$ cat config.mk
export PLATFORM = sky130hd
export DESIGN_NAME = spi_cmd_tx
export DESIGN_NICKNAME = d
export VERILOG_FILES = /design/src/rtl/spi_cmd_tx_pkg.sv /design/src/rtl/spi_cmd_tx_fifo.sv /design/src/rtl/spi_cmd_tx.sv
export SDC_FILE = /design/constraint.sdc
export NUM_CORES = 1
export LEC_CHECK = 0
export CAP_MARGIN = 20
export CORE_UTILIZATION = 55
export CTS_BUF_LIST = sky130_fd_sc_hd__clkbuf_4
export DETAILED_ROUTE_END_ITERATION = 8
export DONT_BUFFER_PORTS = 1
export GPL_ROUTABILITY_DRIVEN = 0
export PLACE_DENSITY = 0.81
export REMOVE_ABC_BUFFERS = 1
export SETUP_SLACK_MARGIN = 0.3
export SLEW_MARGIN = 30
export SYNTH_ARGS = -nofsm -noshare
export SYNTH_HDL_FRONTEND = slang
export SYNTH_SLANG_ARGS = --single-unit
$ cat constraint.sdc
create_clock -name ck_1356meg -period 2.5 [get_ports ck_1356meg]
set_input_delay 0.5 -clock ck_1356meg [delete_from_list [all_inputs] [get_ports ck_1356meg]]
set_output_delay 0.5 -clock ck_1356meg [all_outputs]
set_load 0.01 [all_outputs]
$ cat src/rtl/spi_cmd_tx_pkg.sv
// Shared definitions for the SPI command transmitter: opcodes, FSM states, frame layout.
package spi_cmd_tx_pkg;

    localparam logic [3:0] SPI_OP_SET_CONFREG = 4'b0001;
    localparam logic [3:0] SPI_OP_SET_DIVISOR = 4'b0010;
    localparam int         FRAME_W            = 16;

    typedef enum logic [1:0] {
        ST_IDLE,
        ST_SHIFT,
        ST_HOLD,
        ST_GAP
    } state_t;

    typedef struct packed {
        logic [3:0] op;
        logic [7:0] data;
    } cmd_t;

    // Frame word: opcode, four zero bits, payload; sent bit 15 first.
    function automatic logic [FRAME_W-1:0] make_frame(input cmd_t c);
        return {c.op, 4'b0000, c.data};
    endfunction

endpackage

$ cat src/rtl/spi_cmd_tx_fifo.sv
// Four-entry command FIFO (12-bit entries) used when SPI_CMD_FIFO_EN is defined.
module spi_cmd_fifo
    import spi_cmd_tx_pkg::*;
(
    input  logic clk,
    input  logic rst,
    input  logic push,
    input  cmd_t wdata,
    input  logic pop,
    output cmd_t rdata,
    output logic full,
    output logic empty
);

    cmd_t       mem [4];
    logic [1:0] wptr, rptr;
    logic [2:0] count;
    logic       do_push, do_pop;

    assign full    = (count == 3'd4);
    assign empty   = (count == 3'd0);
    assign do_push = push && !full;
    assign do_pop  = pop && !empty;
    assign rdata   = mem[rptr];

    always_ff @(posedge clk) begin
        if (do_push) mem[wptr] <= wdata;
    end

    // Push and pop in one cycle leave the occupancy unchanged.
    always_ff @(posedge clk) begin
        if (rst) begin
            wptr  <= '0;
            rptr  <= '0;
            count <= '0;
        end else begin
            if (do_push) wptr <= wptr + 2'd1;
            if (do_pop)  rptr <= rptr + 2'd1;
            count <= count + 3'(do_push) - 3'(do_pop);
        end
    end

endmodule

$ cat src/rtl/spi_cmd_tx.sv
// SPI command transmitter: serialises {op, 4'b0, data} MSB-first on spck/mosi/ncs.
// Define SPI_CMD_FIFO_EN to buffer up to four commands ahead of the shifter.
module spi_cmd_tx
    import spi_cmd_tx_pkg::*;
#(
    parameter int CLK_DIV = 4,
    parameter int GAP_DIV = 2
) (
    input  logic       ck_1356meg,
    input  logic       rst,
    input  logic       cmd_valid,
    input  logic [3:0] cmd_op,
    input  logic [7:0] cmd_data,
    output logic       cmd_ready,
    output logic       busy,
    output logic       spck,
    output logic       mosi,
    output logic       ncs
);

    localparam logic [7:0]  PH_RELOAD  = 8'(CLK_DIV - 1);
    localparam logic [11:0] GAP_RELOAD = 12'(GAP_DIV * CLK_DIV - 1);

    state_t               state, state_n;
    logic [7:0]           phase, phase_n;
    logic [3:0]           bit_idx, bit_n;
    logic                 sck_hi, hi_n;
    logic [FRAME_W-1:0]   shreg, sh_n;
    logic [11:0]          gap_cnt, gap_n;
    logic                 spck_n, mosi_n, ncs_n;
    logic                 take;
    cmd_t                 cmd_in, tx_cmd;

    assign cmd_in = '{op: cmd_op, data: cmd_data};
    assign busy   = (state != ST_IDLE);

`ifdef SPI_CMD_FIFO_EN
    logic fifo_full, fifo_empty;

    spi_cmd_fifo u_fifo (
        .clk   (ck_1356meg),
        .rst   (rst),
        .push  (cmd_valid),
        .wdata (cmd_in),
        .pop   (take),
        .rdata (tx_cmd),
        .full  (fifo_full),
        .empty (fifo_empty)
    );

    assign cmd_ready = !fifo_full;
    assign take      = (state == ST_IDLE) && !fifo_empty;
`else
    assign cmd_ready = (state == ST_IDLE);
    assign take      = cmd_valid && (state == ST_IDLE);
    assign tx_cmd    = cmd_in;
`endif

    always_ff @(posedge ck_1356meg) begin
        if (rst) begin
            state   <= ST_IDLE;
            phase   <= '0;
            bit_idx <= '0;
            sck_hi  <= 1'b0;
            shreg   <= '0;
            gap_cnt <= '0;
            spck    <= 1'b0;
            mosi    <= 1'b0;
            ncs     <= 1'b1;
        end else begin
            state   <= state_n;
            phase   <= phase_n;
            bit_idx <= bit_n;
            sck_hi  <= hi_n;
            shreg   <= sh_n;
            gap_cnt <= gap_n;
            spck    <= spck_n;
            mosi    <= mosi_n;
            ncs     <= ncs_n;
        end
    end

    // Outputs are computed one cycle ahead so spck/mosi/ncs come straight from flops.
    always_comb begin
        state_n = state;
        phase_n = phase;
        bit_n   = bit_idx;
        hi_n    = sck_hi;
        sh_n    = shreg;
        gap_n   = gap_cnt;
        spck_n  = spck;
        mosi_n  = mosi;
        ncs_n   = ncs;
        unique case (state)
            ST_IDLE: begin
                if (take) begin
                    state_n = ST_SHIFT;
                    sh_n    = make_frame(tx_cmd);
                    bit_n   = 4'd15;
                    phase_n = PH_RELOAD;
                    hi_n    = 1'b0;
                    spck_n  = 1'b0;
                    mosi_n  = sh_n[FRAME_W-1];
                    ncs_n   = 1'b0;
                end
            end
            ST_SHIFT: begin
                if (phase != 8'd0) begin
                    phase_n = phase - 8'd1;
                end else begin
                    phase_n = PH_RELOAD;
                    if (!sck_hi) begin
                        hi_n   = 1'b1;
                        spck_n = 1'b1;
                    end else if (bit_idx == 4'd0) begin
                        state_n = ST_HOLD;
                        hi_n    = 1'b0;
                        spck_n  = 1'b0;
                    end else begin
                        // Next bit goes out together with the falling spck edge.
                        bit_n  = bit_idx - 4'd1;
                        hi_n   = 1'b0;
                        spck_n = 1'b0;
                        sh_n   = {shreg[FRAME_W-2:0], 1'b0};
                        mosi_n = shreg[FRAME_W-2];
                    end
                end
            end
            ST_HOLD: begin
                if (phase != 8'd0) begin
                    phase_n = phase - 8'd1;
                end else begin
                    state_n = ST_GAP;
                    gap_n   = GAP_RELOAD;
                    ncs_n   = 1'b1;
                    mosi_n  = 1'b0;
                end
            end
            ST_GAP: begin
                if (gap_cnt != 12'd0) gap_n = gap_cnt - 12'd1;
                else                  state_n = ST_IDLE;
            end
        endcase
    end

endmodule
==> results.yml <==
run_status:
  outcome: "complete, no violations"
hold_path:
  hold_class: "in -> reg"
  holdPathStages: 1
  min_to: "phase[0]$_SDFFE_PP0P_"
  hp-start: "rst"
pwr:
  p_leak_nw: 0.987
  power_density_mw_per_mm2: 1450
  ir_worst_vdd_v: 0.000976
logic_synthesis:
  yosysWarningCount: 0
  yosysSeqAreaShare: 0.371
  async_reset_ff_frac: 0
  synthDistinctLibCells: 52
  synth_ff_type: "dfxtp_1"
  avgSynthCellArea_um2: 8.73
  synthCells: 272
  synth_area_mm2: 0.00237
  synth_seq_cells: 44
  synth_edf_count: 0
clock_tree:
  cts_tree: "done"
  insertion_delay_ns: 0.36
  root_buffer: "clkbuf_4"
  ctsHoldBuffers: 0
  htreeDepth: 2
  path_clk_slew_ns: 0.12
  cts_made_buffers: 5
  cts_buffer_depth: 2
  clock-sinks: 44
sta:
  fin_crit_sh: 0.851
  slew_headroom: 0.617
  worst_slew_pin_slew_ns: 0.569
  slew_violations: 0
  finalSetupViolations: 0
  skew_ns: 0.00613
  finalWorstSetupSlack_ns: 0.373
  rsz0062_at_grt: "no"
  fin_crit_ns: 2.13
  hold_viol: 0
  fmax_ghz: 0.470
worst_setup_path:
  cp.arrival_ns: 2.44
  start_kind: "flop"
  crit_type: "reg -> reg"
  required_ns: 2.81
  r2r_slack_ns: 0.37
  reg2reg_from: "gap_cnt[4]$_SDFFE_PP0P_"
  worstPathMaxFanout: 5
  worstRegToRegCells: 6
  crit_chain: "or4_1 > nor4_4 > buf_4 > nor2_2 > a311oi_2 > a41o_1"
  end_kind: "flop"
  critPathMaxStageDelay_ns: 0.70
  timing.rr.end: "gap_cnt[7]$_SDFFE_PP0P_"
  critical-path-slowest-cell: "or4_1"
global_routing:
  grt_antenna_before_repair: 0
  first_global_vias: 1810
  grt_max_degree: 32
  grt.overflow.total: 0
  grt_pass1_wl_mm: 7.96
  track_usage: 0.231
detailed_routing:
  drc: 0
  via_per_inst: 5.98
  drt-total-wl_mm: 4.89
  dr.pass1.iters: 4
  initialDrtViolationCount: 155
  ant_nets: 0
  post_drt_wl_per_cell_um: 14.9
  vias: 1968
layout:
  layout.nets: 302
  design_area_mm2: 0.00256
  drive_gt1_frac: 0.125
  syn_to_final_growth_pct: 7.69
  utilization: 0.626
  diodes: 0
die:
  core_mm2: 0.00409
  dieArea_mm2: 0.00458
  start_util: 0.581
  rows: 23
  die-height_um: 67.7
  die_x_um: 67.7
  ioPinCount: 20
job:
  drv_cap: 0
placement:
  pre_cts_ws_ns: 0.259
  place_area_mm2: 0.00242
  hpwl_mm: 3.29
  port_buffers: 0
==> critical path: cells and delay by family, from the launching register on <==
kind	cells	cell delay (ns)
flops	1	0.37
compound gates	2	0.41
buf+inv	1	0.19
simple gates	3	1.11
==> cells in the final DEF (no fill, tap or decap), types with 6 or more instances in the layout <==
master	n
dfxtp_1	44
nor2_1	36
inv_1	18
mux2i_1	15
a211oi_1	12
a21oi_1	11
buf_4	11
nand2_1	10
nor3_1	9
ha_1	9
xnor2_1	7
o21ai_0	7
clkbuf_4	7
nor4_1	6
==> flip-flops by register name, summed over array words and instances (netlist names) <==
register,cells
state,2
shreg,15
gap_cnt,12
phase,8
sck_hi,1
ncs,1
bit_idx,4
mosi,1
==> cell type report <==
| class | instances | area (µm²) |
|---|---|---|
| inverter | 18 | 67.6 |
| tap | 50 | 62.6 |
| fill | 338 | 1530 |
| clock buffer | 7 | 52.6 |
| timing repair buffer | 12 | 103 |
| clock inverter | 1 | 3.75 |
| sequential | 44 | 881 |
| multi-input combinational | 197 | 1390 |
==> stage by stage <==
| step | hold WS [ns] | power [W] | cells | TNS (ns) |
|---|---|---|---|---|
| final | 0.195 | 0.00370 | 329 | 0 |
| after global routing | 0.167 | 0.00400 | 329 | 0 |
| after CTS | 0.178 | 0.00362 | 323 | 0 |
| after detailed placement | 0.464 | 0.00321 | 312 | 0 |
| after global placement | 0.451 | 0.00315 | 312 | 0 |
| after floorplan | 0.444 | 0.00276 | 259 | -9.25 |
==> cells in the mapped netlist, types with 2 or more instances <==
| cell type | number | area, µm² |
|---|---|---|
| a21oi_1 | 13 | 65.1 |
| a311oi_2 | 2 | 30.0 |
| o31ai_1 | 4 | 30.0 |
| a21o_1 | 5 | 37.5 |
| dfxtp_1 | 44 | 881 |
| nand2b_1 | 2 | 12.5 |
| buf_2 | 4 | 20.0 |
| nand4_1 | 4 | 25.0 |
| nand3_1 | 4 | 20.0 |
| o21ai_0 | 7 | 35.0 |
| nor3_1 | 9 | 45.0 |
| xnor2_1 | 7 | 61.3 |
| ha_1 | 9 | 113 |
| a211oi_1 | 12 | 90.1 |
| nand2_1 | 10 | 37.5 |
| or3_1 | 4 | 25.0 |
| o211ai_1 | 3 | 22.5 |
| nor2_1 | 36 | 135 |
| mux2i_1 | 15 | 150 |
| o22ai_1 | 4 | 25.0 |
| and4b_1 | 2 | 20.0 |
| or4_1 | 3 | 22.5 |
| a311oi_1 | 2 | 17.5 |
| nor4_1 | 6 | 37.5 |
| and2_1 | 4 | 25.0 |
| or3b_2 | 2 | 17.5 |
| a31oi_1 | 3 | 18.8 |
| inv_1 | 18 | 67.6 |
| clkbuf_1 | 7 | 26.3 |
| nor2b_1 | 3 | 18.8 |
| nor4_4 | 2 | 42.5 |
| a22oi_1 | 2 | 15.0 |
==> worst max path at each step <==
stage,startpoint,endpoint,slack [ns],cells past startpoint
detailed placement,phase[0]$_SDFFE_PP0P_,bit_idx[2]$_SDFFE_PP0P_,0.26,8
finish,gap_cnt[4]$_SDFFE_PP0P_,gap_cnt[7]$_SDFFE_PP0P_,0.37,6
floorplan,state[1]$_SDFFE_PP0P_,bit_idx[2]$_SDFFE_PP0P_,-0.64,6
CTS,phase[4]$_SDFFE_PP0P_,bit_idx[2]$_SDFFE_PP0P_,0.30,6
global route,phase[0]$_SDFFE_PP0P_,phase[2]$_SDFFE_PP0P_,0.31,7
global placement,gap_cnt[0]$_SDFFE_PP0P_,gap_cnt[7]$_SDFFE_PP0P_,0.35,7
==> layer usage <==
metal,global-route usage,wire length [µm],vias up
li1,-,-,995
met1,0.281,2080,908
met2,0.382,2430,59
met3,0.0557,309,6
met4,0.101,73,0
met5,0,0,-
==> logic make-up after synthesis <==
logic type | count (synthesis) | share of synthesized area
buffers and inverters | 31 | 0.0527
flip-flops | 44 | 0.371
AO/OA/AOI/OAI | 63 | 0.192
adder cells (fa/ha/maj) | 9 | 0.0474
XOR/XNOR | 8 | 0.0295
AND/OR/NAND/NOR | 101 | 0.239
multiplexers | 16 | 0.0680
==> where the power goes <==
group	leakage [nW]	internal (W)	switching, W
clock network	0.0338	0.000130	0.000221
registers	0.360	0.000934	0.000205
logic	0.593	0.000939	0.00128
==> repair_timing <==
item	4_1_cts	5_1_grt
buffers inserted	3	6
gates resized for setup	3	1
endpoints found under the setup margin	24	22
pin swaps	1	2
endpoints found under the hold margin	0	0
Note: power is estimated with default switching activity, not from simulation.
